### config.mk
export PLATFORM = sky130hd
export DESIGN_NAME = ring_freq_meter
export DESIGN_NICKNAME = d
export VERILOG_FILES = /design/src/rtl/ring_pkg.sv /design/src/rtl/ring_sync_edge.sv /design/src/rtl/ring_freq_meter.sv
export SDC_FILE = /design/constraint.sdc
export NUM_CORES = 1
export LEC_CHECK = 0
export ABC_AREA = 1
export CELL_PAD_IN_SITES_DETAIL_PLACEMENT = 1
export CELL_PAD_IN_SITES_GLOBAL_PLACEMENT = 1
export CORE_MARGIN = 10
export CORE_UTILIZATION = 37
export CTS_BUF_LIST = sky130_fd_sc_hd__clkbuf_16
export DETAILED_ROUTE_END_ITERATION = 12
export PLACE_DENSITY_LB_ADDON = 0.1
export SLEW_MARGIN = 10
export SYNTH_ARGS = -nofsm -noshare
export SYNTH_HDL_FRONTEND = slang
export SYNTH_HIERARCHICAL = 1
export SYNTH_SLANG_ARGS = --single-unit
### constraint.sdc
create_clock -name clk -period 1.9 [get_ports clk]
set_clock_uncertainty 0.2 [all_clocks]
set_input_delay 0.38 -clock clk [delete_from_list [all_inputs] [get_ports clk]]
set_output_delay 0.38 -clock clk [all_outputs]
set_load 0.03 [all_outputs]
### src/rtl/ring_pkg.sv
// Shared types and default sizes for the ring-oscillator frequency meter.
package ring_pkg;

  localparam int CNT_W_DEF    = 16;
  localparam int GATE_W_DEF   = 16;
  localparam int FLUSH_CYCLES = 2;

  // Flush counter is one bit wide; this is the value it holds in the last flush cycle.
  localparam logic FLUSH_LAST = 1'(FLUSH_CYCLES - 1);

  typedef enum logic [1:0] {
    IDLE,
    FLUSH,
    COUNT,
    DONE
  } meterStateT;

endpackage

### src/rtl/ring_sync_edge.sv
// Two-flop synchronizer for the free-running ring output plus a rising-edge detector.
module ring_sync_edge
  import ring_pkg::*;
(
  input  logic clk,
  input  logic rst_n,
  input  logic asyncIn,
  output logic pulse
);

  logic sync1;
  logic sync2;
  logic syncPrev;

  always_ff @(posedge clk) begin
    if (!rst_n) begin
      sync1    <= 1'b0;
      sync2    <= 1'b0;
      syncPrev <= 1'b0;
    end else begin
      sync1    <= asyncIn;
      sync2    <= sync1;
      syncPrev <= sync2;
    end
  end

  assign pulse = sync2 & ~syncPrev;

endmodule

### src/rtl/ring_freq_meter.sv
// Ring-oscillator frequency meter: counts ring_in rising edges over a gate window of clk cycles.
// Define RING_FREQ_SAT_EN to saturate the edge counter and flag overflow; otherwise it wraps.
module ring_freq_meter
  import ring_pkg::*;
#(
  parameter int CNT_W  = CNT_W_DEF,
  parameter int GATE_W = GATE_W_DEF
) (
  input  logic              clk,
  input  logic              rst_n,
  input  logic              ring_in,
  input  logic              start,
  input  logic [GATE_W-1:0] gate_len,
  output logic              busy,
  output logic              done,
  output logic [CNT_W-1:0]  count,
  output logic              valid,
  output logic              ovf
);

  meterStateT        state;
  meterStateT        stateNext;
  logic              edgePulse;
  logic              accept;
  logic              flushCnt;
  logic [GATE_W-1:0] gateRem;
  logic              lastGate;

  ring_sync_edge uSyncEdge (
    .clk     (clk),
    .rst_n   (rst_n),
    .asyncIn (ring_in),
    .pulse   (edgePulse)
  );

  assign lastGate = (gateRem == GATE_W'(1));

  always_ff @(posedge clk) begin
    if (!rst_n) begin
      state <= IDLE;
    end else begin
      state <= stateNext;
    end
  end

  always_comb begin
    stateNext = state;
    accept    = 1'b0;
    busy      = 1'b0;
    done      = 1'b0;
    case (state)
      IDLE: begin
        if (start) begin
          accept    = 1'b1;
          stateNext = FLUSH;
        end
      end
      FLUSH: begin
        busy = 1'b1;
        if (flushCnt == FLUSH_LAST) begin
          stateNext = COUNT;
        end
      end
      COUNT: begin
        busy = 1'b1;
        if (lastGate) begin
          stateNext = DONE;
        end
      end
      DONE: begin
        busy      = 1'b1;
        done      = 1'b1;
        stateNext = IDLE;
      end
      default: stateNext = IDLE;
    endcase
  end

  // A zero gate length still measures for one cycle so the FSM always leaves COUNT.
  always_ff @(posedge clk) begin
    if (!rst_n) begin
      gateRem  <= '0;
      flushCnt <= 1'b0;
      count    <= '0;
      valid    <= 1'b0;
    end else if (accept) begin
      gateRem  <= (gate_len == '0) ? GATE_W'(1) : gate_len;
      flushCnt <= 1'b0;
      count    <= '0;
      valid    <= 1'b0;
    end else if (state == FLUSH) begin
      flushCnt <= flushCnt + 1'b1;
    end else if (state == COUNT) begin
      gateRem <= gateRem - GATE_W'(1);
      if (lastGate) begin
        valid <= 1'b1;
      end
`ifdef RING_FREQ_SAT_EN
      if (edgePulse && !(&count)) begin
        count <= count + CNT_W'(1);
      end
`else
      count <= count + CNT_W'(edgePulse);
`endif
    end
  end

`ifdef RING_FREQ_SAT_EN
  // Overflow means at least one edge arrived after the counter had already pinned at all-ones.
  always_ff @(posedge clk) begin
    if (!rst_n) begin
      ovf <= 1'b0;
    end else if (accept) begin
      ovf <= 1'b0;
    end else if (state == COUNT && edgePulse && (&count)) begin
      ovf <= 1'b1;
    end
  end
`else
  assign ovf = 1'b0;
`endif

endmodule

== After elaboration in Yosys (flattened, before gate mapping) ==
Cells that the tools add are included.
Operators by class
  add/subtract/negate cells: 3
  bitwise gates (word level): 4
  reductions and logical operators: 9
  multiplexer cells: 12
  equal/unequal tests: 8
Operator list (number)
  $mux 16: 4
  $add 16x1->16: 1
  $eq 16x1->1 const B: 1
  $logic_not 16->1: 1
  $sub 16x1->16 const B: 1
  $ne 2x2->1 const B: 4
  $pmux 2 s4: 1
  $mux 2: 3
  $reduce_and 3->1: 2
  $eq 2x2->1 const B: 2
  $mux 1: 4
  $reduce_and 2->1: 2
  $not 1->1: 3
  $reduce_or 3->1: 1
  $eq 2x1->1 const B: 1
  $logic_not 2->1: 1
  $reduce_bool 2->1: 1
  $reduce_or 2->1: 1
  $add 1x1->1 const B: 1
  $and 1x1->1: 1
Word-level totals
  bits in registers: 39

== Longest topological paths before layout ==
Gate-level depths: netlist of the first run.
  depth after elaboration: 4
  depth in mapped cells: 11
  depth with buffers taken out: 11

== By module ==
The synthesis of the first run kept the hierarchy.
Modules (own cells, without submodules)
  ring_freq_meter: seq. area each 720.7 um2, cells an instance 363, times used 1, area an instance 2244.7 um2
  ring_sync_edge: seq. area each 60.1 um2, cells an instance 11, times used 1, area an instance 92.6 um2

== Worst setup path before layout of the first run ==
OpenSTA, ideal clock, no wires.
  path type: register to register
  from: register count[0]
  to: register count[12]
  required time: 1.580 ns
  arrival: 1.559 ns
  stages on the path, launching flop included: 10
  setup time: 0.120 ns
  path slack: 0.021 ns
  clock period less this slack: 1.879 ns
  path through: dfxtp_1 ha_1 ha_1 nand2_1 nor3_1 nand2_1 nor2_4 nand2_1 nand2_1 a21oi_1
On the way
  word-level cells in the longest chain between the ends: 1
Ends and longest elaborated chain
  start, declared: line ring_freq_meter.sv:16  | output logic [CNT_W-1:0] count,
  start signal, assigned: line ring_freq_meter.sv:103  | count <= count + CNT_W'(edgePulse);
  $add 16x1->16: line ring_freq_meter.sv:103
No other way between the ends.
A chain may end at the register's enable or synchronous reset.

== Final worst setup path of the first run ==
  from: register uSyncEdge.sync2
  to: register count[14]
On the way
  word-level cells in the longest chain between the ends: 2
Ends and longest elaborated chain
  start, declared: line ring_sync_edge.sv:12  | logic sync2;
  start signal, assigned: line ring_sync_edge.sv:22  | sync2 <= sync1;
  $and 1x1->1: line ring_sync_edge.sv:27  | assign pulse = sync2 & ~syncPrev;
  net edgePulse: line ring_freq_meter.sv:23  | logic edgePulse;
  $add 16x1->16: line ring_freq_meter.sv:103
The timed path passes the listed nets, and every way through them passes these cells.

==> insert_results.sql, run 1 <==
INSERT INTO impl_metrics (metric_group, metric, value, unit) VALUES
('worst_setup_path', 'worst-setup-path-type', 'flop to flop', ''),
('synthesis', 'yosys.cell_count.top_type', 'sky130_fd_sc_hd__nand2_1', ''),
('worst_hold_path', 'worst_hold_path_class', 'flop to flop', ''),
('synthesis', 'synth.top_cells.by_count', 'sky130_fd_sc_hd__nand2_1 (107), sky130_fd_sc_hd__nor2_1 (58), sky130_fd_sc_hd__inv_1 (43), sky130_fd_sc_hd__dfxtp_1 (39), sky130_fd_sc_hd__a21oi_1 (37)', ''),
('clocking', 'tritoncts.num_buffers', '5', ''),
('detailed_routing', 'route.detailed.vias_per_inst', '4.96', ''),
('worst_hold_path', 'hold_path_depth', '2', ''),
('grt', 'track_usage', '14.6', '%'),
('detailed_routing', 'routed_wire_length_per_instance', '14.2', 'µm'),
('worst_setup_path', 'crit_path_max_fanout', '5', ''),
('detailed_routing', 'drc', '0', ''),
('synthesis', 'synth_cells', '374', ''),
('synthesis', 'synth-seq-area-share', '33.4', '%'),
('detailed_routing', 'routed_via_count', '2526', ''),
('worst_setup_path', 'startpoint_type', 'flop', ''),
('synthesis', 'yosysTopAreaCell', 'sky130_fd_sc_hd__dfxtp_1', ''),
('clocking', 'h_tree_levels', '2', ''),
('synthesis', 'synth_enable_flop_cells', '0', ''),
('clocking', 'max-clock-path-buffers', '2', ''),
('grt', 'grt_first_pass_wirelength', '12.2', 'mm'),
('flow_run', 'max_cap_viol_count', '0', ''),
('timing', 'finalWorstPathRequiredPeriod', '1.87', 'ns'),
('detailed_routing', 'dr.pass1.iters', '4', ''),
('floorplan', 'dieArea', '0.00990', 'mm²'),
('power_and_ir_drop', 'power.ir.vdd_worst', '0.688', 'mV'),
('timing', 'number_of_endpoints_with_negative_hold_slack_in_the_final_report', '0', ''),
('timing', 'achievable-frequency', '0.535', 'GHz'),
('clocking', 'tritoncts_num_sinks', '39', ''),
('power_and_ir_drop', 'power-per-cell-area', '1510', 'mW/mm²'),
('finish', 'multi_input_area', '0.00142', 'mm²'),
('worst_setup_path', 'timing.critical_path.required', '1.88', 'ns'),
('clocking', 'clock_latency', '0.28', 'ns'),
('synthesis', 'ys_async_sr_fraction', '0', '%'),
('finish', 'syn_to_final_growth', '37.5', '%'),
('floorplan', 'rows', '28', ''),
('finish', 'num-fill-cells', '803', ''),
('floorplan', 'design.core.area', '0.00603', 'mm²'),
('timing', 'final_max_slew_violation_count', '0', ''),
('clocking', 'cts_root_buf', 'sky130_fd_sc_hd__clkbuf_16', ''),
('synthesis', 'synthesis.nets', '404', ''),
('synthesis', 'ys_seq_elements', '39', ''),
('timing', 'grt_setup_unrepaired', 'true', ''),
('grt', 'grt_start_max_net_pins', '15', ''),
('floorplan', 'initial_utilization', '38.8', '%'),
('grt', 'overflow', '0', ''),
('placed_design', 'gpl.final_weighted_congestion', '0.801', ''),
('clocking', 'clock_tree_from_tritoncts', 'yes', ''),
('floorplan', 'top_level_ports', '40', ''),
('outcome', 'result_of_the_run', 'finished, final reports clean', ''),
('placed_design', 'buffer_ports.inserted', '38', ''),
('floorplan', 'die_x_extent', '99.5', 'µm'),
('finish', 'register_cell_area_after_layout', '785', 'µm²'),
('synthesis', 'synth_top_area_share', '33.4', '%'),
('finish', 'drive_above_1_share', '15.4', '%'),
('grt', 'antenna_violations_before_repair', '0', ''),
('synthesis', 'netlist_top_cells_area', 'sky130_fd_sc_hd__dfxtp_1 (33%), sky130_fd_sc_hd__nand2_1 (17%), sky130_fd_sc_hd__nor2_1 (9.3%)', ''),
('placed_design', 'postPlaceCellArea', '0.00296', 'mm²'),
('detailed_routing', 'drt_iter0_drc', '60', ''),
('synthesis', 'mean_post_synth_cell_area', '6.25', 'µm²'),
('detailed_routing', 'antenna_left', '0', ''),
('placed_design', 'detailed_placement_wirelength_estimate', '5.69', 'mm'),
('floorplan', 'floorplan.die.height', '99.5', 'µm'),
('worst_setup_path', 'worst_ep_arrival_time', '1.85', 'ns'),
('finish', 'count_of_antenna_diodes_in_the_layout', '0', ''),
('detailed_routing', 'routed_wirelength', '7.22', 'mm'),
('synthesis', 'synthesis.area', '0.00234', 'mm²'),
('finish', 'finalCoreUtilization', '53.3', '%'),
('synthesis', 'yosys_warnings', '6', ''),
('timing', 'final_min_period_over_clock_period', '98.4', '%'),
('finish', 'postLayoutCellArea', '0.00321', 'mm²'),
('grt', 'first_global_vias', '2668', ''),
('worst_setup_path', 'critical_path.endpoint_type', 'flop', ''),
('timing', 'setup_violations', '0', ''),
('power_and_ir_drop', 'leakagePower', '1.48', 'nW'),
('finish', 'num-nets-final', '463', ''),
('synthesis', 'ys_types', '28', ''),
('clocking', 'path_clk_slew', '0.06', 'ns'),
('worst_setup_path', 'worst_r2r_path_depth', '11', ''),
('synthesis', 'postSynth.topFlopCell', 'sky130_fd_sc_hd__dfxtp_1', '');
power by group:
part           leakage (nW)  switching, mW  internal [mW]  total (mW)
Clock                0.0812          0.340          0.613       0.953
Sequential            0.319          0.203           1.01        1.22
Combinational          1.08           1.65           1.05        2.69
sequential cells by signal (all words and copies together) (netlist names):
name                flops
valid                   1
uSyncEdge/sync2         1
flushCnt                1
uSyncEdge/sync1         1
state                   2
count                  16
gateRem                16
uSyncEdge/syncPrev      1
cells in the final DEF (no fill, tap or decap), types with 2 or more instances in the layout:
| master | count |
|---|---|
| sky130_fd_sc_hd__buf_12 | 3 |
| sky130_fd_sc_hd__dfxtp_1 | 36 |
| sky130_fd_sc_hd__nor2_1 | 54 |
| sky130_fd_sc_hd__nand3b_1 | 2 |
| sky130_fd_sc_hd__dlymetal6s2s_1 | 2 |
| sky130_fd_sc_hd__nor3_2 | 2 |
| sky130_fd_sc_hd__nand2_4 | 2 |
| sky130_fd_sc_hd__buf_4 | 21 |
| sky130_fd_sc_hd__dfxtp_2 | 3 |
| sky130_fd_sc_hd__ha_1 | 6 |
| sky130_fd_sc_hd__a211oi_1 | 2 |
| sky130_fd_sc_hd__inv_1 | 41 |
| sky130_fd_sc_hd__clkdlybuf4s50_1 | 20 |
| sky130_fd_sc_hd__a21oi_1 | 35 |
| sky130_fd_sc_hd__nand3_1 | 20 |
| sky130_fd_sc_hd__or2_2 | 3 |
| sky130_fd_sc_hd__o21ai_0 | 22 |
| sky130_fd_sc_hd__a21oi_2 | 4 |
| sky130_fd_sc_hd__nand2_1 | 102 |
| sky130_fd_sc_hd__ha_4 | 2 |
| sky130_fd_sc_hd__dlygate4sd2_1 | 15 |
| sky130_fd_sc_hd__ha_2 | 2 |
| sky130_fd_sc_hd__nor2_4 | 2 |
| sky130_fd_sc_hd__clkbuf_16 | 5 |
| sky130_fd_sc_hd__nor3_1 | 3 |
| sky130_fd_sc_hd__inv_2 | 3 |
| sky130_fd_sc_hd__nor2_2 | 6 |
| sky130_fd_sc_hd__nand2_2 | 4 |
layer usage:
metal  share of wire [%]  vias to the layer above  track usage [%]
met1                  44                     1182             16.0
met2                  50                       44             27.1
li1                    -                     1294                -
met5                   0                        -                0
met3                 4.8                        6             4.01
met4                0.94                        0             3.64
critical path: stages, from the launching register on:
cell and delay (ns):
sky130_fd_sc_hd__dfxtp_2 0.33, sky130_fd_sc_hd__inv_2 0.03, sky130_fd_sc_hd__nor2_2 0.10, sky130_fd_sc_hd__ha_2 0.21, sky130_fd_sc_hd__ha_4 0.17, sky130_fd_sc_hd__nand2_4 0.06, sky130_fd_sc_hd__nor3_4 0.21, sky130_fd_sc_hd__nand2_2 0.10
sky130_fd_sc_hd__nor2_4 0.17, sky130_fd_sc_hd__nand2_1 0.07, sky130_fd_sc_hd__nand2_1 0.07, sky130_fd_sc_hd__a21oi_1 0.05
per-stage QoR:
step	total power [mW]	setup WS [ns]	setup TNS, ns	hold WS, ns	std cells
detailed placement	3.84	-0.0925	-0.497	0.208	501
floorplan	2.94	0.0213	0	0.186	374
finish	4.86	0.0302	0	0.205	509
global route	5.33	-0.0849	-0.210	0.235	509
CTS	4.85	0.00603	0	0.220	509
global placement	3.76	-0.0527	-0.301	0.192	501
layout make-up:
cell class,instances,share of cell area (%)
Clock buffer,5,3.89
Sequential cell,39,24.4
Multi-Input combinational cell,281,44.3
Clock inverter,3,1.21
Timing Repair Buffer,61,17.9
Inverter,45,5.41
Tap cell,75,2.92
what timing repair did:
action / CTS / global route
setup endpoints to repair: 19 / 26
hold buffers: 0 / 0
buffers inserted: 0 / 0
resized for setup: 17 / 30
pin swaps: 0 / 11
kinds of logic (layout without fill, tap and decap cells):
group                    Yosys count  after routing  synth area share [%]
flip-flops                        39             39                  33.4
adder cells (fa/ha/maj)           10             10                  5.35
AO/OA/AOI/OAI                     68             68                  15.9
AND/OR/NAND/NOR                  202            202                  35.3
buffers and inverters             54            114                  9.85
other                              1              1                 0.160
worst paths after layout:
kind	end	slack, ns	from
worst max register to register	count[14]$_SDFFE_PP0P_	0.03	uSyncEdge/sync2$_SDFF_PN0_
worst min register to register	uSyncEdge/sync2$_SDFF_PN0_	0.21	uSyncEdge/sync1$_SDFF_PN0_
worst min-delay path	uSyncEdge/sync2$_SDFF_PN0_	0.21	uSyncEdge/sync1$_SDFF_PN0_
worst max-delay path	count[14]$_SDFFE_PP0P_	0.03	uSyncEdge/sync2$_SDFF_PN0_
(Power assumes the default switching activity.)
==> run 2, diff against run 1 <==
--- a/config.mk
+++ b/config.mk
@@ -6,6 +6,7 @@
 export NUM_CORES = 1
 export LEC_CHECK = 0
 export ABC_AREA = 1
+export CAP_MARGIN = 15
 export CELL_PAD_IN_SITES_DETAIL_PLACEMENT = 1
 export CELL_PAD_IN_SITES_GLOBAL_PLACEMENT = 1
 export CORE_MARGIN = 10
@@ -13,6 +14,7 @@
 export CTS_BUF_LIST = sky130_fd_sc_hd__clkbuf_16
 export DETAILED_ROUTE_END_ITERATION = 12
 export PLACE_DENSITY_LB_ADDON = 0.1
+export SETUP_SLACK_MARGIN = 0.4
 export SLEW_MARGIN = 10
 export SYNTH_ARGS = -nofsm -noshare
 export SYNTH_HDL_FRONTEND = slang
==> run 2 against run 1 <==
Cell area up 22%. Critical path depth shrank 3. Sequential share of layout area decreased by 4.0 points. Utilization is 12 points higher. Non-clock buffer count increased by 34. Register-to-register slack worse by 0.02 ns. Via count up 20%. Largest cell class unchanged. Largest power group unchanged. Highest routed layer unchanged.
==> insert_results.sql, run 2 (synthesis results as in run 1) <==
INSERT INTO impl_metrics (metric_group, metric, value, unit) VALUES
('clocking', 'clock_latency', '0.29', 'ns'),
('floorplan', 'floorplan.die.height', '99.5', 'µm'),
('placed_design', 'gpl.final_weighted_congestion', '0.791', ''),
('clocking', 'clock_tree_from_tritoncts', 'yes', ''),
('finish', 'num-nets-final', '500', ''),
('timing', 'achievable-frequency', '0.530', 'GHz'),
('worst_setup_path', 'cp_slowest_stage_delay', '0.41', 'ns'),
('power_and_ir_drop', 'switching_power', '3.42', 'mW'),
('placed_design', 'place_inst', '497', ''),
('grt', 'grt_start_max_net_pins', '16', ''),
('flow_run', 'max_cap_viol_count', '0', ''),
('clocking', 'holdBufCountCts', '0', ''),
('power_and_ir_drop', 'p_clk_share', '12.5', '%'),
('grt', 'overflow', '0', ''),
('finish', 'multi_input_area', '0.00180', 'mm²'),
('power_and_ir_drop', 'comb_power_share', '67.9', '%'),
('power_and_ir_drop', 'power.sequential.fraction', '19.6', '%'),
('clocking', 'h_tree_levels', '2', ''),
('detailed_routing', 'drt_iter0_drc', '185', ''),
('worst_setup_path', 'worst_ep_arrival_time', '1.87', 'ns'),
('timing', 'setup_violations', '0', ''),
('worst_setup_path', 'startpoint_type', 'flop', ''),
('worst_setup_path', 'critical_path.endpoint_type', 'flop', ''),
('timing', 'finalWorstPathRequiredPeriod', '1.89', 'ns'),
('finish', 'non_filler_cells_in_the_finished_layout', '546', ''),
('finish', 'drive_above_1_share', '41.6', '%'),
('floorplan', 'top_level_ports', '40', ''),
('detailed_routing', 'antenna_left', '0', ''),
('clocking', 'tritoncts_num_sinks', '39', ''),
('power_and_ir_drop', 'power.ir.vdd_worst', '0.905', 'mV'),
('power_and_ir_drop', 'leakagePower', '1.70', 'nW'),
('grt', 'antenna_violations_before_repair', '0', ''),
('clocking', 'max-clock-path-buffers', '2', ''),
('worst_setup_path', 'crit_path_max_fanout', '5', ''),
('timing', 'final_min_period_over_clock_period', '99.3', '%'),
('grt', 'grt_first_pass_wirelength', '14.6', 'mm'),
('outcome', 'result_of_the_run', 'finished, final reports clean', ''),
('finish', 'biggestRegsByFlops', 'count (16), gateRem (16), state (2)', ''),
('worst_setup_path', 'path_cells', 'nor2_1, nand2_1, nor2_1, nand2_1, nand2_1, nand3_1, nand2_1, a21oi_1', ''),
('detailed_routing', 'routed_wirelength', '11.9', 'mm'),
('power_and_ir_drop', 'internal_power', '3.28', 'mW'),
('finish', 'count_of_antenna_diodes_in_the_layout', '0', ''),
('finish', 'num-fill-cells', '739', ''),
('clocking', 'path_clk_slew', '0.06', 'ns'),
('clocking', 'tritoncts.num_buffers', '5', ''),
('timing', 'grt_setup_unrepaired', 'true', ''),
('floorplan', 'die_x_extent', '99.5', 'µm'),
('placed_design', 'postPlaceCellArea', '0.00299', 'mm²'),
('timing', 'number_of_endpoints_with_negative_hold_slack_in_the_final_report', '0', ''),
('worst_setup_path', 'timing.critical_path.required', '1.88', 'ns'),
('finish', 'layout_common_cells', 'sky130_fd_sc_hd__nand2_1 (93), sky130_fd_sc_hd__nor2_1 (46), sky130_fd_sc_hd__buf_4 (36)', ''),
('placed_design', 'detailed_placement_wirelength_estimate', '5.50', 'mm'),
('floorplan', 'rows', '28', ''),
('finish', 'syn_to_final_growth', '67.9', '%'),
('detailed_routing', 'drc', '0', ''),
('finish', 'final_common_cell', 'sky130_fd_sc_hd__nand2_1', ''),
('clocking', 'cts_root_buf', 'sky130_fd_sc_hd__clkbuf_16', ''),
('floorplan', 'initial_utilization', '38.8', '%'),
('grt', 'first_global_vias', '2994', ''),
('worst_setup_path', 'crit_path_frequent_cell', 'sky130_fd_sc_hd__nand2_1', ''),
('timing', 'final_max_slew_violation_count', '0', ''),
('power_and_ir_drop', 'power-per-cell-area', '1710', 'mW/mm²'),
('finish', 'register_cell_area_after_layout', '803', 'µm²'),
('worst_hold_path', 'worst_hold_path_class', 'flop to flop', ''),
('floorplan', 'dieArea', '0.00990', 'mm²'),
('placed_design', 'buffer_ports.inserted', '38', ''),
('finish', 'postLayoutCellArea', '0.00393', 'mm²'),
('grt', 'track_usage', '18.0', '%'),
('floorplan', 'design.core.area', '0.00603', 'mm²'),
('detailed_routing', 'routed_via_count', '3025', ''),
('worst_setup_path', 'slowest_cell_on_crit_path', 'sky130_fd_sc_hd__nor2_1', ''),
('detailed_routing', 'route.detailed.vias_per_inst', '5.54', ''),
('detailed_routing', 'routed_wire_length_per_instance', '21.9', 'µm'),
('worst_setup_path', 'worst-setup-path-type', 'flop to flop', ''),
('power_and_ir_drop', 'switching_share', '51.1', '%'),
('detailed_routing', 'dr.pass1.iters', '4', '');
[run 2: cell count changes in the layout (fill, tap and decap cells not counted), sizes merged]
cell	previous run	this run
buf	24	69
dlygate4sd2	15	2
clkbuf	5	11
inv	45	48
clkdlybuf4s50	20	18
dlymetal6s2s	2	0
bufinv	1	0
clkinv	2	3
[run 2: timing repair]
action / CTS / global route
buffers inserted: 21 / 16
gates resized for setup: 156 / 102
pin swaps: 25 / 22
gates cloned: 2 / 2
setup endpoints to repair: 55 / 50
[run 2: metal layers]
| metal | global-route usage, % | share of wire [%] | up-vias |
|---|---|---|---|
| met1 | 19.7 | 40 | 1502 |
| li1 | - | - | 1375 |
| met4 | 6.50 | 3.6 | 0 |
| met3 | 4.15 | 4.5 | 36 |
| met2 | 33.0 | 52 | 112 |
| met5 | 0 | 0 | - |
[run 2: cell type report]
type	count	area share, %
Sequential cell	39	20.5
Clock buffer	5	3.19
Inverter	45	5.58
Multi-Input combinational cell	281	45.7
Timing Repair inverter	3	0.669
Tap cell	75	2.39
Timing Repair Buffer	95	21.6
Clock inverter	3	0.319
[run 2: power by group through the flow]
stage / Sequential (mW) / Clock [mW] / Combinational (mW)
floorplan: 1.17 / 0 / 1.86
global placement: 1.23 / 0 / 2.46
detailed placement: 1.23 / 0 / 2.53
CTS: 1.24 / 0.828 / 3.24
global route: 1.33 / 0.872 / 4.85
finish: 1.31 / 0.839 / 4.55
[run 2: path summary, 6_finish.rpt]
kind | startpoint | end | slack (ns) | cells past startpoint
setup / recovery | gateRem[2]$_SDFFE_PN0P_ | gateRem[13]$_SDFFE_PN0P_ | 0.01 | 8
hold / removal | uSyncEdge/sync1$_SDFF_PN0_ | uSyncEdge/sync2$_SDFF_PN0_ | 0.22 | 2
setup reg to reg | gateRem[2]$_SDFFE_PN0P_ | gateRem[13]$_SDFFE_PN0P_ | 0.01 | 8
hold reg to reg | uSyncEdge/sync1$_SDFF_PN0_ | uSyncEdge/sync2$_SDFF_PN0_ | 0.22 | 2
[run 2: worst max-delay path: cells and delay by family, from the launching register on]
family | cells | cell delay [ns]
flip-flops | 1 | 0.39
AND/OR/NAND/NOR | 7 | 1.13
AO/OA/AOI/OAI | 1 | 0.06
[run 2: through the flow]
stage / power [mW] / setup slack (ns) / setup TNS (ns) / hold WS, ns / util, %
6_report: 6.70 / 0.0132 / 0 / 0.225 / 65.1
5_1_grt: 7.05 / -0.0860 / -0.275 / 0.235 / 65.1
4_1_cts: 5.30 / 0.150 / 0 / 0.205 / 58.2
3_5_place_dp: 3.76 / -0.113 / -1.10 / 0.195 / 49.6
3_3_place_gp: 3.69 / -0.0850 / -1.01 / 0.189 / 49.6
2_1_floorplan: 3.03 / 0.275 / 0 / 0.185 / -
==> run 3, diff against run 2 <==
--- a/config.mk
+++ b/config.mk
@@ -15,7 +15,7 @@
 export DETAILED_ROUTE_END_ITERATION = 12
 export PLACE_DENSITY_LB_ADDON = 0.1
 export SETUP_SLACK_MARGIN = 0.4
-export SLEW_MARGIN = 10
+export SLEW_MARGIN = 20
 export SYNTH_ARGS = -nofsm -noshare
 export SYNTH_HDL_FRONTEND = slang
 export SYNTH_HIERARCHICAL = 1
==> results of run 3 <==
Final layout, timing and power as in run 2 (identical DEF).
